[src/rtl/branch_exec_unit.sv]
// Branch/jump execution unit: resolves one op per push cycle and queues the
// result in a small FIFO that drains to the CDB arbiter over valid/ready.
module branch_exec_unit #(
    parameter int unsigned XLEN    = 32,
    parameter int unsigned TAG_W   = 4,
    parameter int unsigned DEPTH   = 4,
    parameter int unsigned PC_STEP = 4
) (
    input  logic                       clk_in,
    input  logic                       rstn_in,
    input  logic                       rdy_in,
    input  logic                       flush_in,
    input  logic                       in_valid,
    output logic                       in_ready,
    input  logic [3:0]                 in_op,
    input  logic [XLEN-1:0]            in_rs1,
    input  logic [XLEN-1:0]            in_rs2,
    input  logic [XLEN-1:0]            in_imm,
    input  logic [XLEN-1:0]            in_pc,
    input  logic [TAG_W-1:0]           in_tag,
    input  logic                       in_pred_taken,
    input  logic [XLEN-1:0]            in_pred_target,
    output logic                       cdb_valid,
    input  logic                       cdb_ready,
    output logic [TAG_W-1:0]           cdb_tag,
    output logic                       cdb_taken,
    output logic [XLEN-1:0]            cdb_target,
    output logic [XLEN-1:0]            cdb_data,
    output logic                       cdb_mispredict,
    output logic [$clog2(DEPTH):0]     count
);

    localparam int unsigned PTR_W = $clog2(DEPTH);
    localparam int unsigned CNT_W = PTR_W + 1;

    localparam logic [3:0] OP_BEQ  = 4'd0;
    localparam logic [3:0] OP_BNE  = 4'd1;
    localparam logic [3:0] OP_BLT  = 4'd4;
    localparam logic [3:0] OP_BGE  = 4'd5;
    localparam logic [3:0] OP_BLTU = 4'd6;
    localparam logic [3:0] OP_BGEU = 4'd7;
    localparam logic [3:0] OP_JAL  = 4'd8;
    localparam logic [3:0] OP_JALR = 4'd9;

    logic [TAG_W-1:0] tag_mem    [DEPTH];
    logic             taken_mem  [DEPTH];
    logic [XLEN-1:0]  target_mem [DEPTH];
    logic [XLEN-1:0]  data_mem   [DEPTH];
    logic             mis_mem    [DEPTH];

    logic [PTR_W-1:0] wr_ptr_q, wr_ptr_d;
    logic [PTR_W-1:0] rd_ptr_q, rd_ptr_d;
    logic [CNT_W-1:0] count_q, count_d;

    logic full, empty;
    logic push, push_en, pop;

    // Resolution datapath
    logic            legal;
    logic            res_taken;
    logic [XLEN-1:0] res_target;
    logic [XLEN-1:0] res_data;
    logic            res_mis;
    logic            eq, lt, ltu;
    logic [XLEN-1:0] pc_plus_imm;
    logic [XLEN-1:0] pc_plus_step;
    logic [XLEN-1:0] rs1_plus_imm;

    assign full  = (count_q == CNT_W'(DEPTH));
    assign empty = (count_q == '0);

    assign cdb_valid = !empty;
    assign pop       = cdb_valid & cdb_ready & rdy_in & !flush_in;
    assign in_ready  = rdy_in & (!full | pop);
    assign push      = in_valid & in_ready & !flush_in;
    assign push_en   = push & legal;

    assign eq           = (in_rs1 == in_rs2);
    assign lt           = ($signed(in_rs1) < $signed(in_rs2));
    assign ltu          = (in_rs1 < in_rs2);
    assign pc_plus_imm  = in_pc + in_imm;
    assign pc_plus_step = in_pc + XLEN'(PC_STEP);
    assign rs1_plus_imm = in_rs1 + in_imm;

    always_comb begin
        legal      = 1'b1;
        res_taken  = 1'b0;
        res_target = pc_plus_step;
        res_data   = '0;
        unique case (in_op)
            OP_BEQ:  res_taken = eq;
            OP_BNE:  res_taken = !eq;
            OP_BLT:  res_taken = lt;
            OP_BGE:  res_taken = !lt;
            OP_BLTU: res_taken = ltu;
            OP_BGEU: res_taken = !ltu;
            OP_JAL: begin
                res_taken = 1'b1;
                res_data  = pc_plus_step;
            end
            OP_JALR: begin
                res_taken = 1'b1;
                res_data  = pc_plus_step;
            end
            default: legal = 1'b0;
        endcase
        if (in_op == OP_JALR) begin
            res_target = {rs1_plus_imm[XLEN-1:1], 1'b0};
        end else if (res_taken) begin
            res_target = pc_plus_imm;
        end
        res_mis = (res_taken != in_pred_taken) | (res_target != in_pred_target);
    end

    always_comb begin
        wr_ptr_d = wr_ptr_q;
        rd_ptr_d = rd_ptr_q;
        count_d  = count_q;
        if (flush_in) begin
            wr_ptr_d = '0;
            rd_ptr_d = '0;
            count_d  = '0;
        end else if (rdy_in) begin
            if (push_en) wr_ptr_d = wr_ptr_q + 1'b1;
            if (pop)     rd_ptr_d = rd_ptr_q + 1'b1;
            unique case ({push_en, pop})
                2'b10:   count_d = count_q + 1'b1;
                2'b01:   count_d = count_q - 1'b1;
                default: count_d = count_q;
            endcase
        end
    end

    always_ff @(posedge clk_in or negedge rstn_in) begin
        if (!rstn_in) begin
            wr_ptr_q <= '0;
            rd_ptr_q <= '0;
            count_q  <= '0;
        end else begin
            wr_ptr_q <= wr_ptr_d;
            rd_ptr_q <= rd_ptr_d;
            count_q  <= count_d;
        end
    end

    // Storage needs no reset: outputs are masked while the FIFO is empty.
    always_ff @(posedge clk_in) begin
        if (push_en) begin
            tag_mem[wr_ptr_q]    <= in_tag;
            taken_mem[wr_ptr_q]  <= res_taken;
            target_mem[wr_ptr_q] <= res_target;
            data_mem[wr_ptr_q]   <= res_data;
            mis_mem[wr_ptr_q]    <= res_mis;
        end
    end

    always_comb begin
        cdb_tag        = '0;
        cdb_taken      = 1'b0;
        cdb_target     = '0;
        cdb_data       = '0;
        cdb_mispredict = 1'b0;
        if (cdb_valid) begin
            cdb_tag        = tag_mem[rd_ptr_q];
            cdb_taken      = taken_mem[rd_ptr_q];
            cdb_target     = target_mem[rd_ptr_q];
            cdb_data       = data_mem[rd_ptr_q];
            cdb_mispredict = mis_mem[rd_ptr_q];
        end
    end

    assign count = count_q;

endmodule

[config.mk]
export PLATFORM = sky130hd
export DESIGN_NAME = branch_exec_unit
export DESIGN_NICKNAME = d
export VERILOG_FILES = /design/src/rtl/branch_exec_unit.sv
export SDC_FILE = /design/constraint.sdc
export NUM_CORES = 1
export LEC_CHECK = 0
export ABC_CLOCK_PERIOD_IN_PS = 3400
export BUFFER_PORTS_ARGS = -buffer_cell sky130_fd_sc_hd__buf_2
export CAP_MARGIN = 30
export CELL_PAD_IN_SITES_DETAIL_PLACEMENT = 0
export CELL_PAD_IN_SITES_GLOBAL_PLACEMENT = 1
export CORE_AREA = 8 8 216 218
export DETAILED_ROUTE_END_ITERATION = 8
export DIE_AREA = 0 0 224 226
export GPL_ROUTABILITY_DRIVEN = 0
export GPL_TIMING_DRIVEN = 0
export HOLD_SLACK_MARGIN = 0.06
export PLACE_DENSITY = 0.88
export SKIP_CTS_REPAIR_TIMING = 1
export SYNTH_ARGS = -nofsm -noshare
export SYNTH_HDL_FRONTEND = slang
export SYNTH_SLANG_ARGS = --single-unit
[constraint.sdc]
create_clock -name clk_in -period 3.4 [get_ports clk_in]
set_clock_uncertainty 0.1 [all_clocks]
set_input_delay 0.34 -clock clk_in [delete_from_list [all_inputs] [get_ports clk_in]]
set_output_delay 0.34 -clock clk_in [all_outputs]
set_load 0.01 [all_outputs]
Word level (Yosys, flattened, before mapping). Memory sizes are Yosys's and may differ from the RTL's. Index checks and enable logic that the tools add are counted.

Flip-flop bits (word level): 7. Latch bits: 0. Memory bits (writable): 280. Memory bits (read-only): 0. Input port bits: 175. Output and inout bits: 75. Word-level logic and storage cells: 77. Memories kept: 5.

$add $sub $neg: 7. Multipliers: 0. Div/mod/pow operators: 0. Order comparisons: 2. Eq/ne operators: 13. Shift-type cells: 0. Multiplexer cells: 21. Bitwise logic cells: 9. Reductions and logical operators: 17.

Memories: data_mem (depth 4, width 32, read ports 1, clocked after Yosys merged registers in 0, write ports 1, line 48) `logic [XLEN-1:0] data_mem [DEPTH];`; target_mem (depth 4, width 32, read ports 1, clocked after Yosys merged registers in 0, write ports 1, line 47) `logic [XLEN-1:0] target_mem [DEPTH];`; tag_mem (depth 4, width 4, read ports 1, clocked after Yosys merged registers in 0, write ports 1, line 45) `logic [TAG_W-1:0] tag_mem [DEPTH];`; mis_mem (depth 4, width 1, read ports 1, clocked after Yosys merged registers in 0, write ports 1, line 49) `logic mis_mem [DEPTH];`; taken_mem (depth 4, width 1, read ports 1, clocked after Yosys merged registers in 0, write ports 1, line 46) `logic taken_mem [DEPTH];`.

Operators with widths (number): 2-to-1 mux 32 bit (5); adder 32 bit (2); less-than comparator 32 bit (2); adder 32 x 3 -> 32 bit, second input constant (1); equality test 32 bit (1); != test 32 bit (1); equality test 4 x 3 -> 1 bit, second input constant (4); 2-to-1 mux 2 bit (6); equality test 4 bit, second input constant (2); OR reduction 8 bit (1); AND 1 bit (7); one-hot mux 1 bit (7 select lines) (1); logical NOT 1 bit (6); 2-to-1 mux 3 bit (2); one-hot mux 3 bit (2 select lines) (1); AND reduction 2 bit (3); nonzero test 2 bit (3); 2-to-1 mux 1 bit (5); adder 2 x 1 -> 2 bit, second input constant (2); equality test 4 x 1 -> 1 bit, second input constant (1); logical NOT 4 bit (1); 2-to-1 mux 4 bit (1); adder 3 x 1 -> 3 bit, second input constant (1); equality test 3 bit, second input constant (1); 8 further kinds (9).

Logic depth before layout (Yosys ltp). Gate-level depths: netlist of the first run.

Word-level depth: 14. Depth in mapped cells: 18. Gate-level depth less buffers: 16.

Worst setup path before layout of the first run. No wires, ideal clock.

Path kind: input -> register. Start: input in_imm[0]. End: memory mis_mem[0] (data pin). Setup time: 0.298 ns. Arrival time: 4.026 ns. Required time: 3.002 ns. Setup slack: -1.024 ns. Stages: 15. Buffers on the path: 0. Cells stage by stage: and2_1 > fa_1 > a21o_1 > a221o_1 > o311ai_4 > a31oi_1 > o21ai_2 > a21oi_2 > a2111oi_2 > o311a_1 > o2111ai_1 > or4b_1 > a2111o_1 > a2111oi_2 > o2111ai_1.

Cells in the longest elaborated chain, start to end: 5. Elaborated cells on any way between the ends: 6. Classes of those cells: add/sub (2); eq/ne (1); mux (2); bitwise (1).

RTL lines: start: declaration (line 18) `input logic [XLEN-1:0] in_imm,`; adder 32 bit (line 81) `assign pc_plus_imm = in_pc + in_imm;`; 2-to-1 mux 32 bit (line 109) `end else if (res_taken) begin`; 2-to-1 mux 32 bit (*) (line 107) `if (in_op == OP_JALR) begin`; != test 32 bit (*) (line 112) `res_mis = (res_taken != in_pred_taken) | (res_target != in_pred_target);`; bitwise OR 1 bit (*) (line 112); via res_mis (line 63) `logic res_mis;`; end: declaration (line 49).

The timed path passes the listed nets; every way through them passes the cells marked *.

Worst setup path after layout of the first run. Ends and elaborated chain as after synthesis.

==> impl_metrics.py, run 1 <==
metrics = {
    "floorplanning": {
        "coreArea_um2": 43500,
        "die_y_um": 226,
        "io_pins": 250,
        "die_area_um2": 50600,
        "core.rowCount": 77,
        "initial_core_util": 0.413,
        "die_w_um": 224,
    },
    "run_status": {
        "violations": "negative setup slack",
        "status": "finished with violations",
    },
    "timing": {
        "setup-tns-final_ns": -5.14,
        "slew_violations": 0,
        "period_share": 1.35,
        "fmax_ghz": 0.218,
        "setup_viol": 8,
        "whs_ns": 0.0877,
        "rsz0062_at_grt": "yes",
        "finalWorstSetupSlack_ns": -1.19,
        "hold_violations": 0,
        "fin_crit_ns": 4.59,
        "slew_headroom": 0.473,
        "tightest_slew_ns": 0.790,
    },
    "grt": {
        "grt_overflow": 0,
        "antenna_found_initial": 13,
        "grt_usage": 0.219,
        "grt_max_degree": 48,
        "grt_pass1_vias": 13900,
        "grt_pass1_wl_um": 84400,
    },
    "logic_synthesis": {
        "synthesis.nets": 1816,
        "ys_seq_area_frac": 0.478,
        "async_flop_share": 0.0244,
        "synth_cell_type_count": 91,
        "ys_warn_count": 0,
        "ys_ff_latch": 287,
        "synth-edff-count": 280,
        "synth_flop_cell": "edfxtp_1",
        "avgSynthCellArea_um2": 11.7,
        "synth_top_area_cell": "edfxtp_1",
        "synth_top_area_frac": 0.468,
        "synth.area.top_cells": "edfxtp_1, mux4_2, ha_1, xor2_1, a21oi_1",
        "netlist_instances": 1540,
        "syn_area_um2": 18000,
    },
    "critical_path": {
        "critPathKind": "in -> reg",
        "cp-end-kind": "flop",
        "worst_setup_path_start_kind": "input pin",
        "path_max_fanout": 5,
        "required_ns": 3.51,
        "cp.arrival_ns": 4.70,
    },
    "cts": {
        "cts_tree": "yes",
        "clock_latency_ns": 0.52,
        "clockBufferDepth": 3,
        "cts_buffers": 25,
        "cts.clk_slew.worst_paths_ns": 0.07,
        "cts_root_buffer": "clkbuf_16",
        "cts.sinks": 287,
        "htree_levels": 1,
    },
    "placement": {
        "hpwlAfterDp_um": 45800,
        "portBuffers": 248,
        "place_ws_ns": -2.44,
        "postPlaceCellArea_um2": 20100,
    },
    "routing": {
        "ant_nets": 0,
        "post-route-drc-count": 0,
        "wirelength_um": 58000,
        "vias": 14100,
        "drtPass1Iterations": 5,
        "viasPerCell": 5.74,
        "drt_first_iter_violations": 1408,
        "avgRoutedWirePerCell_um": 23.7,
    },
    "power": {
        "leakagePower_nw": 8.05,
        "power_density_nw_per_um2": 420,
        "ir_drop_uv": 308,
    },
    "final_layout": {
        "design_area_um2": 21400,
        "nNetsFinal": 2113,
        "utilization": 0.493,
        "drive_gt1_frac": 0.259,
        "area_delta_synth_final_pct": 19.3,
    },
    "min_path": {
        "hold_class": "in -> async",
    },
    "run": {
        "cap_violations": 0,
    },
}
[registers in the layout (all words and copies together) (netlist names)]
signal      flops
data_mem      128
target_mem    128
tag_mem        16
mis_mem         4
taken_mem       4
count           3
rd_ptr_q        2
wr_ptr_q        2
[cell type report]
cell class	instances	area, um2
inverters	58	218
diodes	6	15.0
well taps	592	741
clock inverters	17	205
clock buffers	27	633
multi-input cells	1132	9140
flip-flops and latches	287	8580
repair buffers	271	1540
plain buffers	62	354
fillers	3934	22000
[path summary, 6_finish.rpt]
check / from / to / slack [ns] / cells past startpoint
setup / recovery: in_imm[0] / mis_mem[0]$_DFFE_PP_ / -1.19 / 16
hold / removal: rstn_in / count[2]$_DFFE_PN0P_ / 0.09 / 2
setup reg to reg: count[0]$_DFFE_PN0P_ / count[1]$_DFFE_PN0P_ / 0.59 / 8
hold reg to reg: count[2]$_DFFE_PN0P_ / count[2]$_DFFE_PN0P_ / 0.49 / 2
max in group asynchronous: rstn_in / count[1]$_DFFE_PN0P_ / 2.94 / 2
min in group clk_in: flush_in / count[2]$_DFFE_PN0P_ / 0.11 / 2
[Yosys cell counts (4+ instances only)]
cell	count
a211oi_1	24
a21o_1	24
a21oi_1	108
a21oi_2	4
a31oi_1	17
and2_1	82
and3_1	18
and4_1	6
buf_1	12
clkbuf_1	40
clkbuf_8	6
dfrtp_1	7
edfxtp_1	280
ha_1	98
inv_1	58
mux2_2	4
mux2i_1	11
mux4_2	71
nand2_1	88
nand2b_1	9
nand3_1	59
nand4_1	22
nor2_1	133
nor2b_1	7
nor3_1	28
nor3b_1	4
nor4_1	7
o2111ai_1	9
o211ai_1	8
o21a_1	13
o21ai_0	56
o22ai_1	4
or2_2	5
or3_1	6
xnor2_1	60
xor2_1	64
[layout by cell type, fill, tap and decap left out, types with 6 or more instances in the layout]
cell	n
a211oi_1	21
a21o_1	24
a21oi_1	101
a21oi_2	9
a31oi_1	14
and2_1	77
and3_1	18
and4_1	6
buf_2	248
buf_4	12
clkbuf_1	36
clkbuf_16	25
clkbuf_2	9
clkbuf_8	6
clkinv_1	9
dfrtp_1	7
diode_2	6
edfxtp_1	280
ha_1	97
inv_1	57
mux2i_1	11
mux4_2	71
nand2_1	87
nand2b_1	9
nand3_1	58
nand4_1	22
nor2_1	132
nor2b_1	7
nor3_1	25
o2111ai_1	7
o211ai_1	8
o21a_1	13
o21ai_0	51
xnor2_1	58
xor2_1	61
[metrics by stage]
step,power (W),instances
after floorplan,0.00527,1540
after global placement,0.00597,2380
after detailed placement,0.00600,2385
after CTS,0.00889,2429
after global routing,0.00930,2451
final,0.00900,2452
[kinds of logic (layout without fill, tap and decap cells)]
logic type                 after synthesis  after routing  synth area share
and+or+nand+nor                        491            491             0.138
AOI/OAI and AO/OA                      326            326             0.120
DFF                                    287            287             0.478
xor gates and xnor gates               128            128            0.0655
buffers and inverters                  121            435            0.0297
adders and majority gates              101            101            0.0716
muxes                                   86             86            0.0977
other                                    0              6                 0
[worst max-delay path: stages]
cell	delay, ns
buf_8	0.10
and2_4	0.15
fa_2	0.36
a21o_1	0.20
a221o_2	0.40
o311ai_4	0.37
nand2_2	0.13
a21oi_4	0.28
xnor3_1	0.29
a22oi_2	0.16
o311a_1	0.24
o2111ai_2	0.13
or4b_4	0.57
a2111o_1	0.34
a2111oi_4	0.38
o2111ai_4	0.25
[power breakdown]
group,internal [W],switching (W)
clock,0.00172,0.00120
combinational,0.000806,0.00131
sequential,0.00396,0.0000111
total,0.00648,0.00252
[per-layer routing]
metal	up-vias	wire length (um)	global-route usage
met1	6770	23200	0.284
met3	107	5280	0.0382
met4	10	1660	0.0705
met5	-	63	0
li1	6451	-	-
met2	747	27800	0.371
(Power assumes the default switching activity.)
==> run 2: changes to the inputs <==
Settings changed: ABC_AREA from default to 1, CORE_AREA 8 8 216 218 to 8 8 223 225, DIE_AREA 0 0 224 226 to 0 0 231 233, PLACE_DENSITY 0.88 to 0.9.
==> run 2 against run 1 <==
Net effect:
- the flow now finishes without violations
- critical path depth shrank 8
- sequential cell count unchanged
- core utilization is 2.2 points lower
- power up 14%
- wire length increased by 9.9%
- register-to-register slack got worse by 0.05 ns
==> impl_metrics.py, run 2 <==
metrics = {
    "placement": {
        "place_ws_ns": -0.741,
        "dp.cells": 3106,
        "postPlaceCellArea_um2": 20500,
        "hpwlAfterDp_um": 50400,
        "portBuffers": 249,
    },
    "critical_path": {
        "crit_chain": "clkbuf_1 > clkbuf_2 > clkbuf_1 > nor2_1 > nor2_1 > o21ai_0 > a21oi_1 > buf_2",
        "path_max_fanout": 10,
        "cp-end-kind": "output port",
        "critPathKind": "reg -> out",
        "worst_setup_path_start_kind": "flop",
        "cpPeakStageDelay_ns": 0.50,
        "required_ns": 2.96,
        "cp.arrival_ns": 2.89,
        "slowest_stage": "clkbuf_1",
    },
    "final_layout": {
        "final_cell_mix": "nor2_1, nand2_1, edfxtp_1",
        "final_common_cell": "nor2_1",
        "area_delta_synth_final_pct": 18.7,
        "nNetsFinal": 2824,
        "fillCellCount": 4493,
        "design_area_um2": 21700,
        "multi_input_area_um2": 8680,
        "drive_gt1_frac": 0.154,
        "final_cells": 3177,
        "seqCellArea_um2": 8580,
        "largest_registers": "data_mem: 128 flops, target_mem: 128 flops, tag_mem: 16 flops",
    },
    "logic_synthesis": {
        "ys_seq_area_frac": 0.470,
        "synth_flop_cell": "edfxtp_1",
        "synth_cell_type_count": 44,
        "yosysMostFrequentCell": "nor2_1",
        "ys_ff_latch": 287,
        "synth_top_area_frac": 0.460,
        "ys_warn_count": 0,
        "synth-edff-count": 280,
        "synth_top_area_cell": "edfxtp_1",
        "netlist_instances": 2242,
        "avgSynthCellArea_um2": 8.15,
        "yosys-top-cells-count": "nor2_1, nand2_1, edfxtp_1",
        "synthesis.nets": 2518,
        "syn_area_um2": 18300,
        "synth.area.top_cells": "edfxtp_1, nor2_1, nand2_1, ha_1, o21ai_0",
        "async_flop_share": 0.0244,
    },
    "timing": {
        "setup_viol": 0,
        "slew_violations": 0,
        "setup-tns-final_ns": 0,
        "slew_headroom": 0.441,
        "fmax_ghz": 0.301,
        "hold_violations": 0,
        "finalWorstSetupSlack_ns": 0.0733,
        "fin_crit_ns": 3.33,
        "tightest_slew_ns": 0.831,
        "period_share": 0.978,
    },
    "floorplanning": {
        "die_y_um": 233,
        "core.rowCount": 79,
        "io_pins": 250,
        "die_area_um2": 53800,
        "coreArea_um2": 46100,
        "die_w_um": 231,
        "initial_core_util": 0.397,
    },
    "routing": {
        "wirelength_um": 63800,
        "drtPass1Iterations": 6,
        "vias": 17200,
        "ant_nets": 0,
        "post-route-drc-count": 0,
        "avgRoutedWirePerCell_um": 20.1,
        "viasPerCell": 5.42,
        "drt_first_iter_violations": 1742,
    },
    "power": {
        "power_w": 0.0103,
        "leakagePower_nw": 9.47,
        "power_density_nw_per_um2": 475,
        "ir_drop_uv": 398,
    },
    "cts": {
        "cts_root_buffer": "clkbuf_16",
        "clock_latency_ns": 0.52,
        "clockBufferDepth": 3,
        "cts_buffers": 25,
        "cts.clk_slew.worst_paths_ns": 0.07,
        "cts.sinks": 287,
        "cts_tree": "yes",
        "htree_levels": 1,
    },
    "run_status": {
        "status": "completed",
    },
    "min_path": {
        "hold_class": "in -> reg",
    },
    "grt": {
        "grt_max_degree": 30,
        "grt_pass1_wl_um": 92200,
        "grt_usage": 0.222,
        "antenna_found_initial": 5,
        "grt_overflow": 0,
        "grt_pass1_vias": 16000,
    },
    "run": {
        "cap_violations": 0,
    },
}
-- run 2: area by class of cell --
class | count | area share
clock inverters | 15 | 0.00865
multi-input cells | 1642 | 0.400
plain buffers | 72 | 0.0151
well taps | 607 | 0.0350
inverters | 242 | 0.0419
diodes | 4 | 0.000461
flip-flops and latches | 287 | 0.396
repair buffers | 278 | 0.0727
clock buffers | 30 | 0.0306
-- run 2: per-stage QoR --
| stage | hold slack [ns] | utilization |
|---|---|---|
| 3_3_place_gp | 0.0762 | 0.440 |
| 3_5_place_dp | 0.0838 | 0.444 |
| 2_1_floorplan | -0.0556 | - |
| 5_1_grt | 0.0875 | 0.471 |
| 4_1_cts | -0.461 | 0.463 |
| 6_report | 0.0715 | 0.471 |
-- run 2: logic make-up (layout without fill, tap and decap cells) --
family / Yosys count / in the layout / share of synthesized area
fa+ha+maj: 101 / 101 / 0.0704
buf+inv: 315 / 637 / 0.0663
other cells: 0 / 4 / 0
xor+xnor: 52 / 52 / 0.0249
simple gates: 1045 / 1047 / 0.239
flops: 287 / 287 / 0.470
compound gates: 442 / 442 / 0.130
-- run 2: power by group --
part / internal (W) / switching [W]
Sequential: 0.00399 / 0.0000351
Combinational: 0.00105 / 0.00230
Clock: 0.00170 / 0.00121
-- run 2: worst paths after layout --
| kind | start | to | slack (ns) | cells after the start |
|---|---|---|---|---|
| max | rd_ptr_q[0]$_DFFE_PN0P_ | cdb_target[24] | 0.07 | 8 |
| min | flush_in | count[0]$_DFFE_PN0P_ | 0.07 | 4 |
| max reg2reg | count[2]$_DFFE_PN0P_ | data_mem[2][14]$_DFFE_PP_ | 0.54 | 11 |
| min reg2reg | count[0]$_DFFE_PN0P_ | count[0]$_DFFE_PN0P_ | 0.50 | 1 |
| max in group asynchronous | rstn_in | rd_ptr_q[0]$_DFFE_PN0P_ | 2.96 | 2 |
| min in group asynchronous | rstn_in | count[1]$_DFFE_PN0P_ | 0.08 | 2 |
-- run 2: worst max-delay path, delay by kind of cell (launching register included) --
kind	cells	cell delay, ns
AOI/OAI and AO/OA	2	0.41
buffers and inverters	4	1.35
DFF	1	0.40
and+or+nand+nor	2	0.20
-- run 2: routing by layer --
layer | vias to the layer above | routed length (um) | share of wire | track usage
met2 | 857 | 30500 | 0.48 | 0.384
met1 | 8043 | 25100 | 0.39 | 0.282
met4 | 0 | 2500 | 0.039 | 0.0816
li1 | 8212 | - | - | -
met5 | - | 0 | 0 | 0
met3 | 120 | 5680 | 0.089 | 0.0273
